[src/rtl/csa_seq_ctrl_if.sv]
// Request/response bundle between the ALU front end and the nibble-serial adder sequencer.
// The master drives requests and accepts results; the slave (sequencer) does the reverse.
interface csa_seq_ctrl_if #(
  parameter int WIDTH = 16
) ();
  logic             in_valid;
  logic             in_ready;
  logic             op;
  logic [WIDTH-1:0] a;
  logic [WIDTH-1:0] b;
  logic             c_in;
  logic             out_valid;
  logic             out_ready;
  logic [WIDTH-1:0] result;
  logic             c_out;
  logic             zero;
  logic             ovf;

  modport master (
    output in_valid, op, a, b, c_in, out_ready,
    input  in_ready, out_valid, result, c_out, zero, ovf
  );

  modport slave (
    input  in_valid, op, a, b, c_in, out_ready,
    output in_ready, out_valid, result, c_out, zero, ovf
  );
endinterface

[src/rtl/csa_seq_ctrl.sv]
// Runs one external 4-bit adder slice over WIDTH-bit ADD/SUB operands, one nibble per clock.
// Optional zero/overflow flags are built when CSA_SEQ_FLAGS_EN is defined; otherwise they read 0.
module csa_seq_ctrl #(
  parameter int WIDTH = 16
) (
  input  logic          clk,
  input  logic          rst,
  csa_seq_ctrl_if.slave bus,
  output logic [3:0]    add_a,
  output logic [3:0]    add_b,
  output logic [1:0]    add_mode,
  output logic          add_cin,
  input  logic [3:0]    add_sum,
  input  logic          add_cout
);

  localparam int NIBBLES = WIDTH / 4;
  localparam int IDX_W   = (NIBBLES > 1) ? $clog2(NIBBLES) : 1;
  localparam logic [IDX_W-1:0] LAST_IDX = IDX_W'(NIBBLES - 1);

  typedef enum logic [1:0] {
    IDLE = 2'd0,
    RUN  = 2'd1,
    DONE = 2'd2
  } state_t;

  state_t           state_reg, state_next;
  logic [IDX_W-1:0] idx_reg, idx_next;
  logic             carry_reg, carry_next;
  logic [WIDTH-1:0] opa_reg, opa_next;
  logic [WIDTH-1:0] opb_reg, opb_next;
  logic [WIDTH-1:0] result_reg, result_next;

  logic in_ready_int;
  logic out_valid_int;
  logic accept;
  logic run_step;
  logic last_step;

  assign accept    = bus.in_valid && (state_reg == IDLE);
  assign run_step  = (state_reg == RUN);
  assign last_step = run_step && (idx_reg == LAST_IDX);

  // State register
  always_ff @(posedge clk) begin
    if (rst) begin
      state_reg <= IDLE;
    end else begin
      state_reg <= state_next;
    end
  end

  // Next-state logic
  always_comb begin
    state_next = state_reg;
    case (state_reg)
      IDLE: if (accept) state_next = RUN;
      RUN:  if (last_step) state_next = DONE;
      DONE: if (bus.out_ready) state_next = IDLE;
      default: state_next = IDLE;
    endcase
  end

  // Outputs: handshakes and the adder slice, which is held at zero outside RUN
  always_comb begin
    in_ready_int  = (state_reg == IDLE);
    out_valid_int = (state_reg == DONE);
    add_a         = 4'h0;
    add_b         = 4'h0;
    add_cin       = 1'b0;
    add_mode      = 2'b00;
    if (state_reg == RUN) begin
      add_a   = opa_reg[4*idx_reg +: 4];
      add_b   = opb_reg[4*idx_reg +: 4];
      add_cin = carry_reg;
    end
  end

  // SUB is B inverted with the chain seeded by 1; the slice always runs in plain add mode.
  always_comb begin
    idx_next   = idx_reg;
    carry_next = carry_reg;
    opa_next   = opa_reg;
    opb_next   = opb_reg;
    if (accept) begin
      opa_next   = bus.a;
      opb_next   = bus.op ? ~bus.b : bus.b;
      carry_next = bus.op | bus.c_in;
      idx_next   = '0;
    end else if (run_step) begin
      carry_next = add_cout;
      if (!last_step) begin
        idx_next = idx_reg + 1'b1;
      end
    end
  end

  genvar gi;
  generate
    for (gi = 0; gi < NIBBLES; gi++) begin : g_nibble
      assign result_next[4*gi +: 4] =
        accept ? 4'h0 :
        (run_step && (idx_reg == IDX_W'(gi))) ? add_sum :
        result_reg[4*gi +: 4];
    end
  endgenerate

  always_ff @(posedge clk) begin
    if (rst) begin
      idx_reg    <= '0;
      carry_reg  <= 1'b0;
      opa_reg    <= '0;
      opb_reg    <= '0;
      result_reg <= '0;
    end else begin
      idx_reg    <= idx_next;
      carry_reg  <= carry_next;
      opa_reg    <= opa_next;
      opb_reg    <= opb_next;
      result_reg <= result_next;
    end
  end

`ifdef CSA_SEQ_FLAGS_EN
  logic zero_reg;
  logic ovf_reg;

  // The carry into the MSB is recovered from the MSB sum bit and its two operand bits.
  always_ff @(posedge clk) begin
    if (rst || accept) begin
      zero_reg <= 1'b0;
      ovf_reg  <= 1'b0;
    end else if (last_step) begin
      zero_reg <= ~|result_next;
      ovf_reg  <= (opa_reg[WIDTH-1] ^ opb_reg[WIDTH-1] ^ add_sum[3]) ^ add_cout;
    end
  end

  assign bus.zero = zero_reg;
  assign bus.ovf  = ovf_reg;
`else
  assign bus.zero = 1'b0;
  assign bus.ovf  = 1'b0;
`endif

  assign bus.in_ready  = in_ready_int;
  assign bus.out_valid = out_valid_int;
  assign bus.result    = result_reg;
  assign bus.c_out     = carry_reg;

endmodule
[src/flat_wrapper.sv]
// flat-port wrapper written by rule: the top's interface ports become plain ports
module csa_seq_ctrl_flat 
#(
  parameter int WIDTH = 16
)
  (clk, rst, add_a, add_b, add_mode, add_cin, add_sum, add_cout, bus_in_valid, bus_op, bus_a, bus_b, bus_c_in, bus_out_ready, bus_in_ready, bus_out_valid, bus_result, bus_c_out, bus_zero, bus_ovf);
  csa_seq_ctrl_if #(.WIDTH(WIDTH)) bus_i ();
  input  logic clk;
  input  logic rst;
  output logic [3:0] add_a;
  output logic [3:0] add_b;
  output logic [1:0] add_mode;
  output logic add_cin;
  input  logic [3:0] add_sum;
  input  logic add_cout;
  input wire logic [$bits(bus_i.in_valid)-1:0] bus_in_valid;
  input wire logic [$bits(bus_i.op)-1:0] bus_op;
  input wire logic [$bits(bus_i.a)-1:0] bus_a;
  input wire logic [$bits(bus_i.b)-1:0] bus_b;
  input wire logic [$bits(bus_i.c_in)-1:0] bus_c_in;
  input wire logic [$bits(bus_i.out_ready)-1:0] bus_out_ready;
  output wire logic [$bits(bus_i.in_ready)-1:0] bus_in_ready;
  output wire logic [$bits(bus_i.out_valid)-1:0] bus_out_valid;
  output wire logic [$bits(bus_i.result)-1:0] bus_result;
  output wire logic [$bits(bus_i.c_out)-1:0] bus_c_out;
  output wire logic [$bits(bus_i.zero)-1:0] bus_zero;
  output wire logic [$bits(bus_i.ovf)-1:0] bus_ovf;
  assign bus_i.in_valid = bus_in_valid;
  assign bus_i.op = bus_op;
  assign bus_i.a = bus_a;
  assign bus_i.b = bus_b;
  assign bus_i.c_in = bus_c_in;
  assign bus_i.out_ready = bus_out_ready;
  assign bus_in_ready = bus_i.in_ready;
  assign bus_out_valid = bus_i.out_valid;
  assign bus_result = bus_i.result;
  assign bus_c_out = bus_i.c_out;
  assign bus_zero = bus_i.zero;
  assign bus_ovf = bus_i.ovf;
  csa_seq_ctrl #(.WIDTH(WIDTH)) u_core (.clk(clk), .rst(rst), .bus(bus_i), .add_a(add_a), .add_b(add_b), .add_mode(add_mode), .add_cin(add_cin), .add_sum(add_sum), .add_cout(add_cout));
endmodule
[config.mk]
export PLATFORM = sky130hd
export DESIGN_NAME = csa_seq_ctrl_flat
export DESIGN_NICKNAME = d
export VERILOG_FILES = /design/src/rtl/csa_seq_ctrl_if.sv /design/src/rtl/csa_seq_ctrl.sv /design/src/flat_wrapper.sv
export SDC_FILE = /design/constraint.sdc
export NUM_CORES = 1
export LEC_CHECK = 0
export BUFFER_PORTS_ARGS = -buffer_cell sky130_fd_sc_hd__buf_4
export CAP_MARGIN = 0
export CORE_UTILIZATION = 41
export DETAILED_ROUTE_END_ITERATION = 12
export PLACE_DENSITY = 0.66
export SLEW_MARGIN = 20
export SYNTH_ARGS = -nofsm -noshare
export SYNTH_HDL_FRONTEND = slang
export SYNTH_SLANG_ARGS = --single-unit
[constraint.sdc]
create_clock -name clk -period 2.2 [get_ports clk]
set_input_delay 0.44 -clock clk [delete_from_list [all_inputs] [get_ports clk]]
set_output_delay 0.44 -clock clk [all_outputs]
set_load 0.02 [all_outputs]
After elaboration in Yosys (flattened, before gate mapping)
Cells that the tools add are included.
{"block": "totals", "ff_bits": 53, "input_bits": 43, "output_inout_bits": 32, "word_cells": 44}
{"block": "classes", "n_addsub": 1, "n_eq_ne": 8, "shifts": 2, "muxes": 10, "bitwise_logic": 3, "reduce_logical": 11}
{"op": "16-bit by 5-bit indexed part select with 4-bit output", "count": 2}
{"op": "16-bit two-way mux", "count": 1}
{"op": "16-bit inverter", "count": 1}
{"op": "4-bit two-way mux", "count": 2}
{"op": "2-bit equality test, second input constant", "count": 3}
{"op": "2-bit two-way mux", "count": 3}
{"op": "2-bit one-hot mux with 3 select lines", "count": 1}
{"op": "1-bit logical AND", "count": 5}
{"op": "2-bit by 1-bit equality test with 1-bit output, second input constant", "count": 2}
{"op": "2-bit logical NOT", "count": 2}
{"op": "2-bit != test, second input constant", "count": 2}
{"op": "1-bit two-way mux", "count": 3}
{"op": "3-bit AND reduction", "count": 1}
{"op": "2-bit by 1-bit adder with 2-bit output, second input constant", "count": 1}
{"op": "2-bit by 1-bit != test with 1-bit output, second input constant", "count": 1}
{"op": "2-bit AND reduction", "count": 1}
{"op": "2-bit nonzero test", "count": 1}
{"op": "2-bit OR reduction", "count": 1}
{"op": "1-bit inverter", "count": 1}
{"op": "1-bit OR", "count": 1}

Logic depth before layout (Yosys ltp)
Gate-level depths: netlist (run 1).
{"block": "logic_depth", "word_depth": 4, "depth_mapped": 6, "ltp_nobuf": 5}

Least setup slack after synthesis (run 1)
Ideal clock, no wire load.
{"block": "synth_path", "path_kind": "register -> output", "startpoint": "register u_core.idx_reg[0]", "endpoint": "output port add_b[0]", "arrival_time_ps": 1297, "required_time_ps": 1760, "path_slack_ps": 463, "path_stages_with_launch": 4, "path_buffers": 1, "path_cell_list": "dfxtp_1 > buf_2 > mux4_2 > nor2b_1"}
{"block": "synth_via", "elab_chain_cells": 2}
{"element": "start: declaration", "line_no": "csa_seq_ctrl.sv:28", "rtl": "logic [IDX_W-1:0] idx_reg, idx_next;"}
{"element": "start signal: assignment", "line_no": "csa_seq_ctrl.sv:116", "rtl": "idx_reg <= idx_next;"}
{"element": "16-bit by 5-bit indexed part select with 4-bit output", "line_no": "csa_seq_ctrl.sv:74", "rtl": "add_b = opb_reg[4*idx_reg +: 4];"}
{"element": "4-bit two-way mux", "line_no": "csa_seq_ctrl.sv:72", "rtl": "if (state_reg == RUN) begin"}
{"element": "end: declaration", "line_no": "flat_wrapper.sv:11", "rtl": "output logic [3:0] add_b;"}
No other way between the ends.

Final worst setup path (run 1)
{"block": "layout_path", "startpoint": "register u_core.idx_reg[0]", "endpoint": "output port add_b[3]"}
The elaborated chain is that of the path after synthesis.

==> results of run 1 <==
[worst max-delay path, delay by kind of cell, from the launching register on]
family / cells / cell delay [ps]
DFF: 1 / 340
muxes: 1 / 500
buffers and inverters: 2 / 350
and+or+nand+nor: 1 / 160
[per-stage QoR]
stage | util (%) | instance area, µm² | hold slack [ps] | instances | setup slack (ps)
finish | 54.3 | 3030 | 366 | 389 | 106
global route | 54.3 | 3030 | 366 | 389 | 32.5
CTS | 54.3 | 3030 | 363 | 389 | 67.3
detailed placement | 52.7 | 2940 | 445 | 381 | 415
global placement | 52.7 | 2940 | 442 | 381 | 427
floorplan | - | 2420 | 433 | 258 | 463
[cells by family after synthesis]
logic type | after synthesis
buffers and inverters | 28
xor gates and xnor gates | 17
and+or+nand+nor | 89
other | 1
AOI/OAI and AO/OA | 38
muxes | 25
adders and majority gates | 4
DFF | 53
[worst paths after layout]
kind,start,to,slack (ps),cells after the start
max,u_core.idx_reg[0],add_b[3],110,4
min,bus_a[4],u_core.opa_reg[4],370,3
max reg2reg,u_core.idx_reg[1],u_core.bus.result[14],550,5
min reg2reg,u_core.opa_reg[12],u_core.opa_reg[12],460,2
[repair_timing]
item / in CTS / in global routing
endpoints found under the setup margin: 0 / 2
gates resized for setup: 0 / 1
hold buffers: 0 / 0
[Yosys cell counts, types with 2 or more instances]
master | number | share of area, %
sky130_fd_sc_hd__nor2b_1 | 9 | 2.3
sky130_fd_sc_hd__inv_1 | 4 | 0.62
sky130_fd_sc_hd__mux4_2 | 8 | 7.5
sky130_fd_sc_hd__nand2_1 | 33 | 5.1
sky130_fd_sc_hd__buf_2 | 11 | 2.3
sky130_fd_sc_hd__mux2i_1 | 17 | 7.1
sky130_fd_sc_hd__dfxtp_1 | 53 | 44
sky130_fd_sc_hd__buf_4 | 5 | 1.6
sky130_fd_sc_hd__clkbuf_1 | 6 | 0.93
sky130_fd_sc_hd__nor2_1 | 35 | 5.5
sky130_fd_sc_hd__ha_1 | 4 | 2.1
sky130_fd_sc_hd__xnor2_1 | 17 | 6.2
sky130_fd_sc_hd__a211oi_1 | 17 | 5.3
sky130_fd_sc_hd__a21oi_1 | 18 | 3.7
sky130_fd_sc_hd__o21bai_1 | 2 | 0.62
sky130_fd_sc_hd__nand2b_1 | 2 | 0.52
sky130_fd_sc_hd__nor3_1 | 2 | 0.42
sky130_fd_sc_hd__nand3b_1 | 4 | 1.2
[per-layer routing]
metal	global-route usage, %	wire (µm)
met4	5.93	55
met5	0	0
met1	21.7	2390
met3	3.14	160
met2	27.9	2450
[report_power, final]
part,internal [mW],switching [mW]
combinational,0.166,0.160
sequential,1.01,0.0296
clock,0.225,0.321
total,1.40,0.511
[final cells by class]
class | count | area, µm² | area share (%)
multi-input combinational | 177 | 1210 | 40.0
sequential | 53 | 1060 | 35.0
timing repair buffer | 75 | 563 | 18.6
tap | 72 | 90.1 | 2.97
clock buffer | 6 | 72.6 | 2.40
clock inverter | 2 | 15.0 | 0.496
inverter | 4 | 15.0 | 0.496
==> run summary, run 1 <==
==========================================================================================
IR drop worst, VDD                                                                  327 µV
Count of buffers from port buffering                                                    70
Type of the tightest min-delay check                                          input pin to register
Clock latency at the later pin of the worst-skew pair                               310 ps
Critical Path AT                                                                   1650 ps
Number of vias after detailed routing                                                 1910
Most frequent cells in the layout                                             75 x sky130_fd_sc_hd__buf_4, 53 x sky130_fd_sc_hd__dfxtp_1, 35 x sky130_fd_sc_hd__nor2_1, 33 x sky130_fd_sc_hd__nand2_1, 18 x sky130_fd_sc_hd__a21oi_1
Total power divided by cell area                                                631 nW/µm²
First-pass GRT wire length                                                         8070 µm
Proportion of synthesized chip area in sequential cells                              44.0%
RSZ-0062 raised after global routing                                                    no
Number of antenna violations at the first check in global routing                        0
Count of H-tree levels built during CTS                                                  2
Number of hold-slack violations in the final timing report                               0
Gp weighted congestion                                                               0.762
Via/cell ratio                                                                        4.91
Clock sink count                                                                        53
Overall Global Routing Usage                                                         16.8%
Number of violations reported at the end of detailed-routing iteration 0                43
Combinational family with the most area after synthesis                       simple AND/OR/NAND/NOR gates
Initial cell density of the core                                                     43.2%
Post-CTS Repair Setup Buffers                                                            0
Die Footprint                                                                     6190 µm²
Buffer depth of the longest clock path                                                   2
Root Driver                                                                   sky130_fd_sc_hd__clkbuf_8
Max-cap violation count                                                                  0
Sum of overflow across all layers after global routing                                   0
Fill cells                                                                             558
Post-synthesis register bit count                                                       53
Dominant synthesized flop cell                                                sky130_fd_sc_hd__dfxtp_1
Detail Placement HPWL                                                              3580 µm
Final setup violating endpoints                                                          0
Per-cell routed wire length                                                        13.0 µm
Startpoint-to-endpoint class of the critical path                             register to output port
Maximum number of pins on one net before global-route repair                            49
Mapped cell area                                                                  2410 µm²
Final Critical Period                                                              2090 ps
Ant. Diodes                                                                              0
Total negative setup slack                                                            0 ps
Standard cell core area                                                           5570 µm²
CP Cell Sequence                                                              buf_4, mux4_2, nor2b_1, buf_4
Die H                                                                              78.7 µm
Number of rows in the core area                                                         27
Count of pins on the block boundary                                                     75
X dimension of the die                                                             78.7 µm
Layout-stage area growth over the synthesis result                                   25.7%
Share of the synthesized netlist area taken by xor and xnor gates                    6.18%
Top cell by count, worst path                                                 sky130_fd_sc_hd__buf_4
Slowest cell on the critical path                                             sky130_fd_sc_hd__mux4_2
Share of synthesized flip-flops with an asynchronous set or reset                       0%
Share of the clock period used by the worst path                                     95.2%
Setup clock skew after layout                                                      12.6 ps
Post-Synth Simple-Gate Area                                                          16.7%
Post-route antenna net violation count                                                   0
Critical path's largest stage delay                                                 500 ps
Required time at the worst-slack endpoint                                          1760 ps
Result of the run                                                             finished, final reports clean
Clock buffers created by TritonCTS                                                       5
Mux cell area share after synthesis                                                  14.5%
Initial DRT Pass Iterations                                                              4
Number of enable-type register cells in the synthesized netlist                          0
Element type at the critical path start                                           register
Final wirelength                                                                   5050 µm
CTS clk-pin slew, worst paths                                                       100 ps
Syn Inst Count                                                                         255
Type of destination of the critical path                                       output port
Yosys warns                                                                              0
Pins Over Slew Limit                                                                     0
Net count of the finished layout                                                       363
Total Power                                                                        1.91 mW
Number of library cell types mapped by synthesis                                        26
Max Clock Freq                                                                     478 MHz
Compound-Gate Fraction of Synth Area                                                 9.87%
Syn Area/Cell                                                                     9.45 µm²
Total DRC errors in the routed layout                                                    0
Leading cell type in the layout, fill and taps excluded                       sky130_fd_sc_hd__buf_4
Share of synthesized cell area in full adder, half adder and majority cells          2.08%
Clock tree from TritonCTS                                                             done
Number of global-route vias before repair                                             1727
Share of final-layout standard cells stronger than drive strength 1                  29.3%
Leakage dissipation                                                                1.31 nW
Maximum fanout along the worst path                                                      8
==========================================================================================
(Power assumes the default switching activity.)
==> inputs of run 2 (changes only) <==
==> constraint.sdc (replaced) <==
create_clock -name clk -period 2.2 [get_ports clk]
set_input_delay 0.44 -clock clk [delete_from_list [all_inputs] [get_ports clk]]
set_output_delay 0.44 -clock clk [all_outputs]
set_load 0.1 [all_outputs]
==> run 2 against run 1 <==
Effect of this change: die area unchanged; global-route usage rose by 1.6 points; clock skew decreased by 6.7 ps; utilization increased by 1.1 points; count of clock-buffer cells in the layout up 1; critical path depth did not move; sequential share of layout area decreased by 0.64 points; non-clock buffer count increased by 2; total power is 6.8% higher; wire length is 2.8% higher; via count fell by 1.2%; final cell count increased by 0.26%.
==> run summary, run 2 (synthesized netlist as in run 1, its figures left out) <==
=======================================================================================
Result of the run                                                          finished, final reports clean
Sum of overflow across all layers after global routing                                0
Total area of multi-input combinational cells                                  1230 µm²
IR drop worst, VDD                                                               334 µV
Share of the clock period used by the worst path                                  96.5%
Per-cell routed wire length                                                     13.3 µm
Element type at the critical path start                                        register
Number of rows in the core area                                                      27
Startpoint-to-endpoint class of the critical path                          register to output port
Total power divided by cell area                                             661 nW/µm²
Maximum number of pins on one net before global-route repair                         49
CTS clk-pin slew, worst paths                                                     90 ps
Number of antenna violations at the first check in global routing                     0
Leakage dissipation                                                             1.33 nW
Required time at the worst-slack endpoint                                       1760 ps
Slowest cell on the critical path                                          sky130_fd_sc_hd__mux4_2
RSZ-0062 raised after global routing                                                 no
Reg2reg setup slack                                                              650 ps
Layout-stage area growth over the synthesis result                                28.2%
Final Critical Period                                                           2120 ps
Final wirelength                                                                5200 µm
Instance area after placement                                                  2980 µm²
Standard cell core area                                                        5570 µm²
Sum of buffers and inverters on the critical path                                     2
Setup clock skew after layout                                                   5.94 ps
CP Cell Sequence                                                           buf_6, mux4_2, nor2b_2, buf_4
Clock buffers created by TritonCTS                                                    5
First-pass GRT wire length                                                      8740 µm
Destination of the worst hold path                                         u_core.opa_reg[5]
Count of H-tree levels built during CTS                                               2
Worst Setup Slack post-DPL                                                       374 ps
Number of hold-slack violations in the final timing report                            0
Buffer depth of the longest clock path                                                2
Launch instance of the worst min-delay path                                    bus_a[5]
Initial cell density of the core                                                  43.2%
Final setup violating endpoints                                                       0
End of the worst register-to-register path                                 u_core.bus.result[12]
Net count of the finished layout                                                    365
Maximum fanout along the worst path                                                   8
Count of buffers from port buffering                                                 70
Critical path's largest stage delay                                              480 ps
Pins Over Slew Limit                                                                  0
Total DRC errors in the routed layout                                                 0
Clock tree from TritonCTS                                                          done
Ant. Diodes                                                                           0
Smallest setup slack after layout                                               78.0 ps
Count of pins on the block boundary                                                  75
Gp weighted congestion                                                            0.707
Initial DRT Pass Iterations                                                           4
Type of the tightest min-delay check                                       input pin to register
Clock sink count                                                                     53
Die H                                                                           78.7 µm
Finished layout cell area                                                      3090 µm²
Detail Placement HPWL                                                           3700 µm
Startpoint of the most critical register-to-register path                  u_core.idx_reg[1]
Number of global-route vias before repair                                          1778
Register area                                                                  1060 µm²
Number of vias after detailed routing                                              1887
Via/cell ratio                                                                     4.84
Number of violations reported at the end of detailed-routing iteration 0             44
FF-to-FF path depth                                                                   5
Root Driver                                                                sky130_fd_sc_hd__clkbuf_8
Critical Path AT                                                                1680 ps
Post-route antenna net violation count                                                0
Overall Global Routing Usage                                                      18.4%
Die Footprint                                                                  6190 µm²
Clock latency at the later pin of the worst-skew pair                            300 ps
Max Clock Freq                                                                  471 MHz
Fill cells                                                                          540
Most frequent cells in the layout                                          71 x sky130_fd_sc_hd__buf_4, 52 x sky130_fd_sc_hd__dfxtp_1, 34 x sky130_fd_sc_hd__nor2_1, 33 x sky130_fd_sc_hd__nand2_1, 18 x sky130_fd_sc_hd__a21oi_1
Worst hold path cell count                                                            3
Total negative setup slack                                                         0 ps
X dimension of the die                                                          78.7 µm
Type of destination of the critical path                                    output port
Leading cell type in the layout, fill and taps excluded                    sky130_fd_sc_hd__buf_4
Share of final-layout standard cells stronger than drive strength 1               32.7%
Max-cap violation count                                                               0
Stages on the worst setup path                                                        4
Cell type group with the largest total delay on the critical path          multiplexers
=======================================================================================
==> run 2: cell count changes in the layout (fill, tap and decap cells not counted), sizes merged <==
cell | before | now
buf | 75 | 77
clkbuf | 6 | 7
clkinvlp | 2 | 0
==> run 2: worst max-delay path by stage <==
stage                            from        to  slack [ps]
finish              u_core.idx_reg[0]  add_b[3]          80
global route        u_core.idx_reg[0]  add_b[3]           3
CTS                 u_core.idx_reg[1]  add_a[3]          20
detailed placement  u_core.idx_reg[1]  add_a[2]         370
global placement    u_core.idx_reg[1]  add_a[2]         380
floorplan            u_core.bus.c_out   add_cin        -170
==> run 2: timing repair <==
item | in CTS | in global routing
buffers inserted | 0 | 0
hold buffers | 0 | 0
setup endpoints to repair | 0 | 6
resized for setup | 0 | 7
==> run 2: power breakdown <==
part | internal (mW) | switching [mW]
logic | 0.176 | 0.280
registers | 1.01 | 0.0282
clock network | 0.250 | 0.297
==> run 2: worst min-delay path: cells and delay by family <==
family	cells	cell delay, ps
AOI/OAI and AO/OA	1	50
and+or+nand+nor	1	40
buffers and inverters	1	110
==> run 2: final cells by class <==
cell class | count | share of cell area [%]
clock buffers | 7 | 2.79
inverters | 4 | 0.486
multi-input cells | 177 | 40.0
flip-flops and latches | 53 | 34.4
well taps | 72 | 2.92
repair buffers | 77 | 19.4
==> run 2: routing by layer <==
layer | vias to the layer above | wire [µm] | GRT usage, %
li1 | 967 | - | -
met1 | 857 | 2480 | 24.9
met2 | 59 | 2390 | 27.7
met3 | 4 | 272 | 4.88
met4 | 0 | 59 | 7.04
met5 | - | 0 | 0
==> run 2: metrics by stage <==
stage	hold WS, ps	instances	power [mW]	util, %
4_1_cts	369	390	2.07	55.0
6_report	379	390	2.04	55.4
3_5_place_dp	447	383	1.52	53.4
5_1_grt	360	390	2.15	55.4
2_1_floorplan	433	258	1.40	-
3_3_place_gp	442	383	1.51	53.4
==> inputs of run 3 (changes only) <==
--- a/config.mk
+++ b/config.mk
@@ -5,12 +5,12 @@
 export SDC_FILE = /design/constraint.sdc
 export NUM_CORES = 1
 export LEC_CHECK = 0
+export ABC_AREA = 1
 export BUFFER_PORTS_ARGS = -buffer_cell sky130_fd_sc_hd__buf_4
 export CAP_MARGIN = 0
 export CORE_UTILIZATION = 41
 export DETAILED_ROUTE_END_ITERATION = 12
-export PLACE_DENSITY = 0.66
-export SLEW_MARGIN = 20
+export PLACE_DENSITY = 0.74
 export SYNTH_ARGS = -nofsm -noshare
 export SYNTH_HDL_FRONTEND = slang
 export SYNTH_SLANG_ARGS = --single-unit
==> run 3 against run 2 <==
Effect of this change: first-iteration DRC count is 120% higher; clock power increased by 1%; sequential power about the same; synthesized cell count rose by 51%; via count up 30%; critical endpoint unchanged.
==> run summary, run 3 <==
==========================================================================================
Most frequent cells in the layout                                             112 x sky130_fd_sc_hd__nand2_1, 76 x sky130_fd_sc_hd__buf_4, 53 x sky130_fd_sc_hd__dfxtp_1, 43 x sky130_fd_sc_hd__inv_1
Die Footprint                                                                     6790 µm²
Largest cells by area after synthesis                                         sky130_fd_sc_hd__dfxtp_1 40%, sky130_fd_sc_hd__nand2_1 16%, sky130_fd_sc_hd__nand3_1 7.7%, sky130_fd_sc_hd__inv_1 6.1%, sky130_fd_sc_hd__nor2_1 5.9%
Max Clock Freq                                                                     476 MHz
Share of synthesized flip-flops with an asynchronous set or reset                       0%
Count of buffers from port buffering                                                    70
Gp weighted congestion                                                               0.774
Leading cell type in the layout, fill and taps excluded                       sky130_fd_sc_hd__nand2_1
Die H                                                                              82.4 µm
IR drop worst, VDD                                                                  248 µV
Finished layout cell area                                                         3340 µm²
Total negative setup slack                                                            0 ps
Standard cell core area                                                           6060 µm²
Share of final-layout standard cells stronger than drive strength 1                  24.7%
Number of vias after detailed routing                                                 2450
Tightest Pin Transition                                                             515 ps
Share of the clock period used by the worst path                                     95.4%
X dimension of the die                                                             82.4 µm
Final wirelength                                                                   6030 µm
Maximum fanout along the worst path                                                     10
Net count of the finished layout                                                       497
Critical Path AT                                                                   1660 ps
Max-slew headroom at the worst pin                                                   65.6%
Comb pwr share                                                                       25.3%
Area share of the largest cell type after synthesis                                  40.0%
Per-cell routed wire length                                                        11.5 µm
Type of the tightest min-delay check                                          input pin to register
First-pass GRT wire length                                                         9540 µm
Post-cts sizing count                                                                    0
Pins Over Slew Limit                                                                     0
CP Cell Sequence                                                              nand2_1, buf_4, a21oi_2, buf_4
Post-Synth Simple-Gate Area                                                          31.5%
Mapped cell area                                                                  2650 µm²
Startpoint-to-endpoint class of the critical path                             register to output port
RSZ-0062 raised after global routing                                                    no
Share of synthesized cell area in full adder, half adder and majority cells          1.89%
Combinational family with the most area after synthesis                       simple AND/OR/NAND/NOR gates
Syn Inst Count                                                                         386
Type of destination of the critical path                                       output port
Max-cap violation count                                                                  0
Clock sink count                                                                        53
Sequential Power Share                                                               49.0%
Critical path's largest stage delay                                                 580 ps
Number of violations reported at the end of detailed-routing iteration 0                96
Number of library cell types mapped by synthesis                                        23
Syn Area/Cell                                                                     6.87 µm²
Element type at the critical path start                                           register
Slowest cell on the critical path                                             sky130_fd_sc_hd__dfxtp_1
Sum of overflow across all layers after global routing                                   0
Initial cell density of the core                                                     43.7%
Number of rows in the core area                                                         28
Most instantiated library cell after synthesis                                sky130_fd_sc_hd__nand2_1
Sw power                                                                            713 µW
Number of hold-slack violations in the final timing report                               0
Final setup violating endpoints                                                          0
Compound-Gate Fraction of Synth Area                                                 9.92%
Initial DRT Pass Iterations                                                              4
Top cell by count, worst path                                                 sky130_fd_sc_hd__buf_4
Count of pins on the block boundary                                                     75
Buffer depth of the longest clock path                                                   2
Setup clock skew after layout                                                      4.20 ps
CTS clk-pin slew, worst paths                                                        90 ps
Post-synthesis register bit count                                                       53
Clock latency at the later pin of the worst-skew pair                               300 ps
Leakage dissipation                                                                1.56 nW
Maximum number of pins on one net before global-route repair                            22
Instance area after placement                                                     3250 µm²
Switching fraction of total power                                                    33.2%
Root Driver                                                                   sky130_fd_sc_hd__clkbuf_8
Yosys warns                                                                              0
Required time at the worst-slack endpoint                                          1760 ps
Ant. Diodes                                                                              0
Proportion of power drawn by the clock network                                       25.7%
Final Critical Period                                                              2100 ps
Clock tree from TritonCTS                                                             done
Proportion of synthesized chip area in sequential cells                              40.0%
Post-route antenna net violation count                                                   0
Design internal power                                                              1.44 mW
Mux cell area share after synthesis                                                     0%
Clock buffers created by TritonCTS                                                       5
Via/cell ratio                                                                        4.67
Total power divided by cell area                                                644 nW/µm²
Result of the run                                                             finished, final reports clean
Count of H-tree levels built during CTS                                                  2
Number of global-route vias before repair                                             2130
Reg2reg setup slack                                                                 490 ps
Number of enable-type register cells in the synthesized netlist                          0
Layout-stage area growth over the synthesis result                                   25.9%
Detail Placement HPWL                                                              4430 µm
Most instantiated cells after synthesis                                       112 x sky130_fd_sc_hd__nand2_1, 53 x sky130_fd_sc_hd__dfxtp_1, 43 x sky130_fd_sc_hd__inv_1
Overall Global Routing Usage                                                         18.4%
Biggest area consumer among synthesized cells                                 sky130_fd_sc_hd__dfxtp_1
Fill cells                                                                             606
Number of hold buffers added after cts                                                   0
Dominant synthesized flop cell                                                sky130_fd_sc_hd__dfxtp_1
Total DRC errors in the routed layout                                                    0
Number of antenna violations at the first check in global routing                        0
Share of the synthesized netlist area taken by xor and xnor gates                    3.97%
Post-CTS Repair Setup Buffers                                                            0
==========================================================================================
## run 3: area by class of cell
type / count / area (µm²) / area share [%]
multi-input cells: 266 / 1340 / 40.3
flip-flops and latches: 53 / 1060 / 31.8
repair buffers: 76 / 571 / 17.1
inverters: 48 / 180 / 5.40
well taps: 75 / 93.8 / 2.81
clock buffers: 7 / 86.3 / 2.59
## run 3: cell families after synthesis
logic type / count (synthesis)
simple gates: 201
buf+inv: 70
flops: 53
compound gates: 45
xor+xnor: 12
fa+ha+maj: 4
other cells: 1
## run 3: path summary, 6_finish.rpt
kind | from | endpoint | depth (start not counted)
hold / removal | rst | u_core.state_reg[1] | 2
setup / recovery | u_core.state_reg[0] | add_b[3] | 4
setup reg to reg | u_core.state_reg[0] | u_core.opb_reg[8] | 6
hold reg to reg | u_core.opb_reg[7] | u_core.opb_reg[7] | 2
## run 3: metal layers
metal  part of all wire (%)  GRT usage [%]
met1                     50           24.4
met4                    1.1           5.79
met3                    5.3           3.63
met5                      0              0
met2                     44           30.0
## run 3: worst max-delay path, delay by kind of cell, from the launching register on
kind / cells / cell delay [ps]
AOI/OAI and AO/OA: 1 / 140
DFF: 1 / 580
buffers and inverters: 2 / 540
and+or+nand+nor: 1 / 100
## run 3: power groups by stage
stage / clock network, mW / registers, mW / logic, mW
global route: 0.608 / 1.06 / 0.593
finish: 0.553 / 1.05 / 0.543
global placement: 0 / 1.07 / 0.536
detailed placement: 0 / 1.07 / 0.545
floorplan: 0 / 1.11 / 0.383
CTS: 0.568 / 1.05 / 0.545
## run 3: stage by stage
step	utilization (%)	cells	power [mW]	hold WS (ps)	setup slack, ps
finish	55.0	525	2.15	352	101
floorplan	-	389	1.49	418	-49.1
detailed placement	53.6	518	1.62	434	461
global route	55.0	525	2.26	330	41.3
CTS	55.0	525	2.17	338	115
global placement	53.6	518	1.61	433	476
